### src/rtl/maze_mem_arbiter.sv
`default_nettype none
// ============================================================================
// Module   : maze_mem_arbiter
// Purpose  : Round-robin arbiter sharing the single-port maze bit memory
//            between the maze-solver controller and the external host port.
//            A solver lock holds off new host grants while a solve runs.
// Options  : ARB_TIMEOUT_EN - adds the sticky host-starvation detector.
// Revision : 1.0 - initial release
// ============================================================================
module maze_mem_arbiter #(
    parameter int AW      = 8,
    parameter int DW      = 1,
    parameter int TIMEOUT = 255
) (
    input  logic          clk,
    input  logic          rst,
    // solver port
    input  logic          sol_req,
    input  logic          sol_we,
    input  logic [AW-1:0] sol_addr,
    input  logic [DW-1:0] sol_wdata,
    input  logic          sol_lock,
    output logic          sol_gnt,
    output logic          sol_rvalid,
    output logic [DW-1:0] sol_rdata,
    // host port
    input  logic          host_req,
    input  logic          host_we,
    input  logic [AW-1:0] host_addr,
    input  logic [DW-1:0] host_wdata,
    output logic          host_gnt,
    output logic          host_rvalid,
    output logic [DW-1:0] host_rdata,
    // memory port
    output logic          mem_en,
    output logic          mem_we,
    output logic [AW-1:0] mem_addr,
    output logic [DW-1:0] mem_wdata,
    input  logic [DW-1:0] mem_rdata,
    // status
    output logic          host_timeout
);

    localparam logic [1:0] c_IDLE  = 2'd0;
    localparam logic [1:0] c_GNT_S = 2'd1;
    localparam logic [1:0] c_GNT_H = 2'd2;

    localparam logic c_LAST_HOST = 1'b0;
    localparam logic c_LAST_SOL  = 1'b1;

    logic [1:0] r_state;
    logic [1:0] w_state_next;
    logic       r_last;
    logic       w_host_elig;
    logic       r_sol_rvalid;
    logic       r_host_rvalid;

    // The lock only gates the host's eligibility for a fresh grant.
    assign w_host_elig = host_req & ~sol_lock;

    // State and round-robin history; history tracks whichever grant is entered.
    always_ff @(posedge clk) begin
        if (rst) begin
            r_state <= c_IDLE;
            r_last  <= c_LAST_HOST;
        end else begin
            r_state <= w_state_next;
            if (w_state_next == c_GNT_S) begin
                r_last <= c_LAST_SOL;
            end else if (w_state_next == c_GNT_H) begin
                r_last <= c_LAST_HOST;
            end
        end
    end

    // Next grant: the requester just served is skipped, ties go to the other one.
    always_comb begin
        w_state_next = c_IDLE;
        case (r_state)
            c_IDLE: begin
                if (sol_req && w_host_elig) begin
                    w_state_next = (r_last == c_LAST_SOL) ? c_GNT_H : c_GNT_S;
                end else if (sol_req) begin
                    w_state_next = c_GNT_S;
                end else if (w_host_elig) begin
                    w_state_next = c_GNT_H;
                end else begin
                    w_state_next = c_IDLE;
                end
            end
            c_GNT_S: w_state_next = w_host_elig ? c_GNT_H : c_IDLE;
            c_GNT_H: w_state_next = sol_req ? c_GNT_S : c_IDLE;
            default: w_state_next = c_IDLE;
        endcase
    end

    // Grant strobes and memory mux; the memory bus is quiet when nobody owns it.
    always_comb begin
        sol_gnt   = 1'b0;
        host_gnt  = 1'b0;
        mem_en    = 1'b0;
        mem_we    = 1'b0;
        mem_addr  = '0;
        mem_wdata = '0;
        case (r_state)
            c_GNT_S: begin
                sol_gnt   = 1'b1;
                mem_en    = 1'b1;
                mem_we    = sol_we;
                mem_addr  = sol_addr;
                mem_wdata = sol_wdata;
            end
            c_GNT_H: begin
                host_gnt  = 1'b1;
                mem_en    = 1'b1;
                mem_we    = host_we;
                mem_addr  = host_addr;
                mem_wdata = host_wdata;
            end
            default: begin
                sol_gnt  = 1'b0;
                host_gnt = 1'b0;
            end
        endcase
    end

    // Read-valid follows a granted read by one cycle, matching memory latency.
    always_ff @(posedge clk) begin
        if (rst) begin
            r_sol_rvalid  <= 1'b0;
            r_host_rvalid <= 1'b0;
        end else begin
            r_sol_rvalid  <= sol_gnt & ~sol_we;
            r_host_rvalid <= host_gnt & ~host_we;
        end
    end

    assign sol_rvalid  = r_sol_rvalid;
    assign host_rvalid = r_host_rvalid;
    assign sol_rdata   = r_sol_rvalid  ? mem_rdata : '0;
    assign host_rdata  = r_host_rvalid ? mem_rdata : '0;

`ifdef ARB_TIMEOUT_EN
    localparam logic [7:0] c_TIMEOUT = 8'(TIMEOUT);

    logic [7:0] r_host_wait;
    logic [7:0] w_host_wait_next;
    logic       r_host_timeout;

    // Count consecutive cycles the host waits unserved, saturating at 255.
    always_comb begin
        w_host_wait_next = 8'd0;
        if (host_req && !host_gnt) begin
            w_host_wait_next = (r_host_wait == 8'hFF) ? r_host_wait : r_host_wait + 8'd1;
        end
    end

    // Starvation flag is sticky until reset.
    always_ff @(posedge clk) begin
        if (rst) begin
            r_host_wait    <= 8'd0;
            r_host_timeout <= 1'b0;
        end else begin
            r_host_wait <= w_host_wait_next;
            if (w_host_wait_next >= c_TIMEOUT) begin
                r_host_timeout <= 1'b1;
            end
        end
    end

    assign host_timeout = r_host_timeout;
`else
    assign host_timeout = 1'b0;
`endif

endmodule
`default_nettype wire
### config.mk
export PLATFORM = sky130hd
export DESIGN_NAME = maze_mem_arbiter
export DESIGN_NICKNAME = d
export VERILOG_FILES = /design/src/rtl/maze_mem_arbiter.sv
export SDC_FILE = /design/constraint.sdc
export NUM_CORES = 1
export LEC_CHECK = 0
export CAP_MARGIN = 20
export CELL_PAD_IN_SITES_DETAIL_PLACEMENT = 0
export CELL_PAD_IN_SITES_GLOBAL_PLACEMENT = 2
export CORE_UTILIZATION = 13
export CTS_BUF_LIST = sky130_fd_sc_hd__clkbuf_8
export DETAILED_ROUTE_END_ITERATION = 12
export GPL_TIMING_DRIVEN = 0
export PLACE_DENSITY = 0.81
export SETUP_SLACK_MARGIN = 0.5
export SLEW_MARGIN = 20
export SYNTH_ARGS = -nofsm -noshare
export SYNTH_HDL_FRONTEND = slang
export SYNTH_SLANG_ARGS = --single-unit
### constraint.sdc
create_clock -name clk -period 1.6 [get_ports clk]
set_clock_uncertainty 0.05 [all_clocks]
set_input_delay 0.16 -clock clk [delete_from_list [all_inputs] [get_ports clk]]
set_output_delay 0.16 -clock clk [all_outputs]
set_load 0.05 [all_outputs]
==> results of run 1 <==
[worst reg2reg max path, delay by kind of cell, from the launching register on]
kind                       cells  cell delay, ns
adders and majority gates      2            0.48
and+or+nand+nor                2            0.37
DFF                            1            0.35
muxes                          1            0.17
buffers and inverters          1            0.08
AOI/OAI and AO/OA              1            0.07
[cell usage after synthesis]
master    number
a21oi_1        1
a22oi_1       10
and2_1         2
buf_2          1
buf_4          1
buf_6          1
conb_1         1
dfxtp_1        5
ha_1           5
inv_1          2
mux2i_1        1
nand2b_1       3
nor2_1         1
nor2_2         1
nor2b_1       10
nor3_1         1
nor3b_1        2
nor3b_2        1
nor4_1         1
nor4_2         1
or3_1          1
[worst paths after layout]
path                                  from     endpoint  depth (start not counted)
worst min-delay path                r_last       r_last                          2
worst max-delay path            r_state[1]  mem_addr[1]                          7
worst min register to register      r_last       r_last                          2
worst max register to register  r_state[1]       r_last                          7
[per-layer routing]
metal	track usage [%]	share of wire, %	vias to the layer above
li1	-	-	298
met1	11.4	35	280
met2	19.8	55	31
met3	3.62	9.2	2
met4	2.92	0.53	0
met5	0	0	-
[per-stage QoR]
stage	std cells	setup WS, ns
floorplan	52	-0.0810
global placement	138	-0.521
detailed placement	138	-0.527
CTS	146	-0.101
global route	152	-0.168
finish	152	-0.0844
[state kept, by name, summed over array words and instances (netlist names)]
register	cells
r_state	2
host_rvalid	1
sol_rvalid	1
r_last	1
[placed cells by master (no fill, tap or decap), types with 3 or more instances in the layout]
cell / count
buf_6: 11
ha_4: 3
nand2b_1: 3
buf_8: 7
nor2b_4: 10
buf_4: 6
clkdlybuf4s50_1: 24
clkbuf_8: 3
a22oi_2: 10
[cell type report]
class | count | area, µm²
Tap cell | 44 | 55.1
Buffer | 3 | 42.5
Inverter | 2 | 12.5
Clock buffer | 3 | 41.3
Sequential cell | 5 | 110
Timing Repair Buffer | 52 | 586
Clock inverter | 1 | 3.75
Multi-Input combinational cell | 42 | 495
Fill cell | 332 | 1810
[kinds of logic (layout without fill, tap and decap cells)]
logic type | Yosys count | after routing | share of synthesized area, %
compound gates | 11 | 11 | 17.8
fa+ha+maj | 5 | 5 | 13.9
buf+inv | 5 | 61 | 6.96
flops | 5 | 5 | 22.3
mux | 1 | 1 | 2.23
other cells | 1 | 1 | 0.835
simple gates | 24 | 24 | 35.9
[repair_timing]
item,in CTS,in global routing
gates resized for setup,139,9
pin swaps,12,9
hold endpoints to repair,0,0
setup buffers,2,6
gates cloned,2,0
setup endpoints to repair,20,18
[report_power, final]
| part | internal, W | switching, W |
|---|---|---|
| clock network | 0.000164 | 0.0000610 |
| registers | 0.000131 | 0.00000675 |
| logic | 0.000193 | 0.000149 |
| total | 0.000488 | 0.000217 |
==> impl_metrics.toml, run 1 <==
[run]
maxCapViolCount = 0

[yosys]
yosysTopAreaCell = "dfxtp_1"
ys_seq_elements = 5
synthesis.nets = 83
syn_area_um2 = 449
ys_types = 21
yosys-top-cells-area = "dfxtp_1 22%, a22oi_1 17%, ha_1 14%, nor2b_1 14%, nand2b_1 4.2%"
yosysWarnings = 0
yosys.area.top_type_share_pct = 22.3
synth.avg_cell_area_um2 = 8.64
synthCells = 52
ys_seq_area_share_pct = 22.3

[sta]
period_needed_ns = 1.68
setup_viol = 7
fin_ws_ns = -0.0844
grt_setup_unrepaired = "yes"
fin_tns_setup_ns = -0.401
finalMaxSlewViolations = 0
finalHoldViolCount = 0
min_period_over_period_pct = 105
hold_slack_ns = 0.475
fmax_mhz = 594

[clocking]
cts_tree = "done"
numCtsBuffers = 3
htreeDepth = 1
clk_pin_slew_ns = 0.03
cts.sinks = 5
clock_tree.root_cell = "clkbuf_8"
ctsHoldBuffers = 0
clk_latency_ns = 0.22
cts_buffer_depth = 2

[cells_and_area]
syn_to_final_growth_pct = 200
final_nets = 140
layout-drive-gt1-share_pct = 63.0
post-route-util_pct = 42.7
diodes = 0
fin_area_um2 = 1350

[setup_path]
path_delay_family = "buffers and inverters"
path_cells = "inv_4 -> ha_4 -> buf_12 -> buf_16 -> a22oi_2 -> nor2b_4 -> buf_6"
cpPeakStageDelay_ns = 0.37
r2r_setup_slack_ns = -0.08
crit_fanout = 5
critical_path_arrival_ns = 1.47
critPathSlowestCell = "dfxtp_4"
cp.required_ns = 1.39
start_kind = "flip-flop"
cp_num_buf_inv = 4
worst_setup_path_end_kind = "output port"
critPathKind = "flip-flop to output port"

[placed_design]
hpwl_um = 1270
place_congestion = 0.569
io_buffers = 42
placed_area_um2 = 1040

[floorplan]
die-area_um2 = 3690
fp.dieH_um = 60.8
dieWidth_um = 60.8
core_um2 = 3150
pin_count = 44
core.rowCount = 20
start_util_pct = 14.2

[route]
via_per_inst = 4.02
drc_errors = 0
antenna_left = 0
dr.pass1.iters = 3
post_drt_wl_per_cell_um = 12.5
vias = 611
drt_iter0_markers = 13
postRouteWirelength_um = 1900

[grt]
grt_pass1_vias = 604
antenna_found_initial = 0
overflow = 0
grt_max_degree = 12
grt_pass1_wl_um = 2820
grtUsageTotal_pct = 10.6

[status]
status = "finished with violations"
violations = "setup timing"

[pwr]
p_per_area_nw_per_um2 = 524
vdd_drop_max_mv = 0.293
report.power.total_w = 0.000705
p_leak_nw = 0.507

[hold_path]
hold_path_class = "flip-flop to flip-flop"
No activity file was read; power rests on OpenSTA's default activity.
==> inputs of run 2 (changes only) <==
--- a/config.mk
+++ b/config.mk
@@ -8,11 +8,10 @@
 export CAP_MARGIN = 20
 export CELL_PAD_IN_SITES_DETAIL_PLACEMENT = 0
 export CELL_PAD_IN_SITES_GLOBAL_PLACEMENT = 2
-export CORE_UTILIZATION = 13
-export CTS_BUF_LIST = sky130_fd_sc_hd__clkbuf_8
+export CORE_UTILIZATION = 12
 export DETAILED_ROUTE_END_ITERATION = 12
 export GPL_TIMING_DRIVEN = 0
-export PLACE_DENSITY = 0.81
+export PLACE_DENSITY = 0.76
 export SETUP_SLACK_MARGIN = 0.5
 export SLEW_MARGIN = 20
 export SYNTH_ARGS = -nofsm -noshare
==> constraint.sdc (replaced) <==
create_clock -name clk -period 1.6 [get_ports clk]
set_clock_uncertainty 0.05 [all_clocks]
set_input_delay 0.16 -clock clk [delete_from_list [all_inputs] [get_ports clk]]
set_output_delay 0.16 -clock clk [all_outputs]
set_load 0.01 [all_outputs]
==> run 2 against run 1 <==
  * Sequential share of layout area rose by 0.13 points
  * First-iteration DRC count down 7.7%
  * Maximum frequency rose by 0.32%
  * Die area up 8.1%
  * The flow still finishes with violations (setup timing)
  * Sequential power hardly changed
  * Final area shrank 3.8%
  * Count of clock-buffer cells in the layout grew 1
  * Final cell count up 7.9%
  * Critical endpoint is now r_last
  * Largest cell class unchanged
  * Setup slack gained 0.0054 ns
  * Combinational power shrank 17%
==> impl_metrics.toml, run 2 (synthesized netlist as in run 1, its figures left out) <==
[grt]
grt_pass1_vias = 630
overflow = 0
antenna_found_initial = 0
grtUsageTotal_pct = 9.88
grt_pass1_wl_um = 3070
grt_max_degree = 8

[setup_path]
critPathSlowestCell = "dfxtp_4"
path_cells = "inv_4 -> ha_4 -> buf_12 -> buf_16 -> nor2_4 -> nor3_2 -> ha_1 -> mux2i_1 -> nor2_1"
worst_setup_path_end_kind = "flip-flop"
start_kind = "flip-flop"
critical_path_arrival_ns = 1.74
cpPeakStageDelay_ns = 0.37
critPathKind = "flip-flop to flip-flop"
ff2ff_path_depth = 9
cp.required_ns = 1.66
crit_fanout = 5

[pwr]
p_leak_nw = 0.535
vdd_drop_max_mv = 0.572
p_per_area_nw_per_um2 = 510

[cells_and_area]
syn_to_final_growth_pct = 188
diodes = 0
final_nets = 150
top_register = "r_state"
post-route-util_pct = 37.3
final_common_cell = "clkdlybuf4s50_1"
mostFrequentLayoutCells = "24 x clkdlybuf4s50_1, 13 x buf_4, 12 x buf_2"
largest_reg_flops = 2
layout-drive-gt1-share_pct = 61.0

[route]
postRouteWirelength_um = 1900
post_drt_wl_per_cell_um = 11.6
drt_iter0_markers = 12
vias = 630
antenna_left = 0
via_per_inst = 3.84
dr.pass1.iters = 2
drc_errors = 0

[placed_design]
io_buffers = 42
place_congestion = 0.700
dp_slack_ns = -0.229
hpwl_um = 1160

[status]
status = "finished with violations"
violations = "setup timing"

[clocking]
clk_latency_ns = 0.22
clk_pin_slew_ns = 0.04
clock_tree.root_cell = "clkbuf_8"
cts_buffer_depth = 2
numCtsBuffers = 3
ctsHoldBuffers = 0
cts_tree = "done"
cts.sinks = 5
htreeDepth = 1

[sta]
grt_setup_unrepaired = "yes"
setup_viol = 10
min_period_over_period_pct = 105
finalHoldViolCount = 0
finalMaxSlewViolations = 0
hold_slack_ns = 0.488
period_needed_ns = 1.68
fmax_mhz = 596
fin_ws_ns = -0.0790

[floorplan]
dieWidth_um = 63.2
core.rowCount = 21
start_util_pct = 13.0
pin_count = 44
die-area_um2 = 3990
core_um2 = 3470
fp.dieH_um = 63.2

[hold_path]
holdPathStages = 2
hold_path_class = "flip-flop to flip-flop"

[run]
maxCapViolCount = 0
[run 2: cell types whose count changed in the layout (fill, tap and decap cells not counted), moves of 3 or more]
cell / previous run / this run
buf_4: 6 / 13
buf_8: 7 / 0
buf_2: 2 / 12
nor2b_4: 10 / 0
buf_6: 11 / 8
nor2b_2: 0 / 10
[run 2: metrics by stage]
step | setup TNS, ns | area, µm² | total power, W | std cells
CTS | -0.414 | 1260 | 0.000659 | 161
finish | -0.372 | 1290 | 0.000661 | 164
floorplan | -0.0151 | 509 | 0.000229 | 52
global placement | -2.23 | 987 | 0.000334 | 140
detailed placement | -2.31 | 987 | 0.000336 | 140
global route | -0.872 | 1290 | 0.000699 | 164
[run 2: layer usage]
layer	track usage [%]	vias to the layer above	routed length, µm
li1	-	317	-
met1	11.2	276	782
met2	17.5	35	915
met3	3.99	2	194
met4	1.70	0	10
met5	0	-	0
[run 2: worst max-delay path: cells and delay by family (launching register included)]
| family | cells | cell delay, ns |
|---|---|---|
| adders and majority gates | 2 | 0.46 |
| buffers and inverters | 3 | 0.31 |
| DFF | 1 | 0.37 |
| muxes | 1 | 0.17 |
| and+or+nand+nor | 3 | 0.20 |
[run 2: timing repair]
item | CTS | global route
gates resized for setup | 92 | 4
pin swaps | 5 | 9
endpoints found under the setup margin | 20 | 17
cloned | 1 | 0
buffers inserted | 16 | 3
[run 2: worst paths after layout]
path	startpoint	end	slack, ns
max	r_state[0]	r_last	-0.08
min	r_last	r_last	0.49
max reg2reg	r_state[0]	r_last	-0.08
min reg2reg	r_last	r_last	0.49
[run 2: layout make-up]
cell class / count / area (µm²)
repair buffers: 62 / 578
inverters: 2 / 12.5
well taps: 46 / 57.6
fillers: 361 / 2170
clock buffers: 4 / 45.0
plain buffers: 3 / 47.5
flip-flops and latches: 5 / 108
multi-input cells: 42 / 447
[run 2: power by group]
group	internal (W)	switching (W)	leakage, nW
sequential	0.000130	0.00000702	0.0422
combinational	0.000187	0.0000972	0.470
clock	0.000172	0.0000676	0.0228
==> inputs of run 3 (changes only) <==
--- a/config.mk
+++ b/config.mk
@@ -8,10 +8,10 @@
 export CAP_MARGIN = 20
 export CELL_PAD_IN_SITES_DETAIL_PLACEMENT = 0
 export CELL_PAD_IN_SITES_GLOBAL_PLACEMENT = 2
-export CORE_UTILIZATION = 12
+export CORE_UTILIZATION = 15
 export DETAILED_ROUTE_END_ITERATION = 12
 export GPL_TIMING_DRIVEN = 0
-export PLACE_DENSITY = 0.76
+export PLACE_DENSITY = 0.88
 export SETUP_SLACK_MARGIN = 0.5
 export SLEW_MARGIN = 20
 export SYNTH_ARGS = -nofsm -noshare
==> constraint.sdc (replaced) <==
create_clock -name clk -period 1.96 [get_ports clk]
set_clock_uncertainty 0.05 [all_clocks]
set_input_delay 0.196 -clock clk [delete_from_list [all_inputs] [get_ports clk]]
set_output_delay 0.196 -clock clk [all_outputs]
set_load 0.01 [all_outputs]
==> run 3 against run 2 <==
  * The flow finishes with violations (DRC)
  * Setup slack better by 0.36 ns
  * Final cell count down 17%
  * Non-clock buffer count down 13
  * Critical endpoint unchanged
  * Total power down 36%
  * Critical path depth down 1
  * Die area down 19%
  * Combinational power down 33%
  * Sequential share of layout area up 1.6 points
  * Final area down 16%
  * Sequential cell count unchanged
  * Register-to-register slack better by 0.36 ns
==> impl_metrics.toml, run 3 (synthesized netlist as in run 1, its figures left out) <==
[status]
status = "finished with violations"
violations = "DRC"

[clocking]
cts_buffer_depth = 2
numCtsBuffers = 3
clk_latency_ns = 0.24
clock_tree.root_cell = "clkbuf_4"
ctsHoldBuffers = 0
htreeDepth = 1
clk_pin_slew_ns = 0.05
cts.sinks = 5
cts_tree = "done"

[placed_design]
hpwl_um = 1110
placed_area_um2 = 943
place_congestion = 0.731
io_buffers = 42
place_inst = 125

[cells_and_area]
final_nets = 137
stdcell_count = 136
layout-drive-gt1-share_pct = 40.0
largest_reg_flops = 2
fin_area_um2 = 1090
syn_to_final_growth_pct = 142
final_common_cell = "clkdlybuf4s50_1"
diodes = 0
fillers = 296
multi_input_area_um2 = 409
top_register = "r_state"
regArea_um2 = 108
mostFrequentLayoutCells = "27 x clkdlybuf4s50_1, 9 x nor2b_1, 8 x buf_2"

[floorplan]
start_util_pct = 16.0
fp.dieH_um = 56.7
core.rowCount = 19
die-area_um2 = 3220
core_um2 = 2810
dieWidth_um = 56.7
pin_count = 44

[setup_path]
critPathKind = "flip-flop to flip-flop"
cpPeakStageDelay_ns = 0.37
path_cells = "inv_4 -> ha_4 -> buf_8 -> nor3b_4 -> nor3_2 -> ha_1 -> mux2i_1 -> nor2_1"
cp_num_buf_inv = 2
reg2reg_to = "r_last"
r2r_setup_slack_ns = 0.28
path_delay_family = "adder cells"
cp.required_ns = 2.03
worst_setup_path_end_kind = "flip-flop"
critPathSlowestCell = "dfxtp_4"
crit_fanout = 5
ff2ff_path_depth = 8
start_kind = "flip-flop"
rr_startpoint = "r_state[0]"
path_depth = 8
critical_path_arrival_ns = 1.76

[pwr]
report.power.total_w = 0.000421
p_per_area_nw_per_um2 = 386
vdd_drop_max_mv = 0.352
p_leak_nw = 0.437

[route]
drc_errors = 8
vias = 571
postRouteWirelength_um = 1600
post_drt_wl_per_cell_um = 11.7
via_per_inst = 4.20
drt_iter0_markers = 13
antenna_left = 0
dr.pass1.iters = 8

[grt]
grt_pass1_wl_um = 2580
grtUsageTotal_pct = 10.1
antenna_found_initial = 0
grt_pass1_vias = 564
grt_max_degree = 11
overflow = 0

[sta]
fin_tns_setup_ns = 0
grt_setup_unrepaired = "yes"
setup_viol = 0
finalHoldViolCount = 0
finalMaxSlewViolations = 0
min_period_over_period_pct = 85.9
period_needed_ns = 1.68
fmax_mhz = 594

[run]
maxCapViolCount = 0

[hold_path]
hold_path_class = "flip-flop to flip-flop"
hp-start = "r_last"
holdPathEnd = "r_last"
holdPathStages = 2
## run 3: final cells by class
class / instances / share of cell area [%]
Sequential cell: 5 / 9.89
Timing Repair Buffer: 49 / 42.3
Buffer: 3 / 3.10
Multi-Input combinational cell: 42 / 37.6
Inverter: 2 / 1.15
Tap cell: 31 / 3.56
Clock buffer: 4 / 2.41
## run 3: stage by stage
stage / hold WS, ns / setup WS [ns] / utilization (%)
after floorplan: 0.210 / 0.344 / -
after global placement: 0.453 / 0.118 / 33.6
after detailed placement: 0.470 / 0.0964 / 33.6
after CTS: 0.476 / 0.263 / 36.4
after global routing: 0.506 / 0.224 / 38.8
final: 0.474 / 0.276 / 38.8
## run 3: layer usage
| layer | vias up | wire [µm] | track usage (%) |
|---|---|---|---|
| met4 | 0 | 0 | 0 |
| met5 | - | 0 | 0 |
| met3 | 0 | 154 | 3.69 |
| met2 | 27 | 822 | 19.2 |
| met1 | 255 | 620 | 11.4 |
| li1 | 289 | - | - |
## run 3: where the power goes
group	switching (W)	internal, W	leakage [nW]
sequential	0.00000559	0.000106	0.0422
combinational	0.0000685	0.000122	0.380
clock	0.0000420	0.0000770	0.0150
total	0.000116	0.000305	0.437
## run 3: worst max path at each step
| stage | to | start | slack [ns] |
|---|---|---|---|
| 5_1_grt | r_last | r_state[0] | 0.22 |
| 3_5_place_dp | mem_addr[0] | r_state[1] | 0.1 |
| 4_1_cts | r_last | r_state[0] | 0.26 |
| 6_report | r_last | r_state[0] | 0.28 |
| 2_1_floorplan | r_last | r_state[0] | 0.34 |
| 3_3_place_gp | r_last | sol_lock | 0.12 |
## run 3: worst min-delay path, delay by kind of cell, from the launching register on
family	cells	cell delay (ns)
simple gates	1	0.08
flops	1	0.33
mux	1	0.08
## run 3: what timing repair did
item | CTS | global route
buffers inserted | 4 | 2
endpoints found under the hold margin | 0 | 0
gates resized for setup | 56 | 13
gates cloned | 1 | 0
endpoints found under the setup margin | 16 | 12
pin swaps | 3 | 5
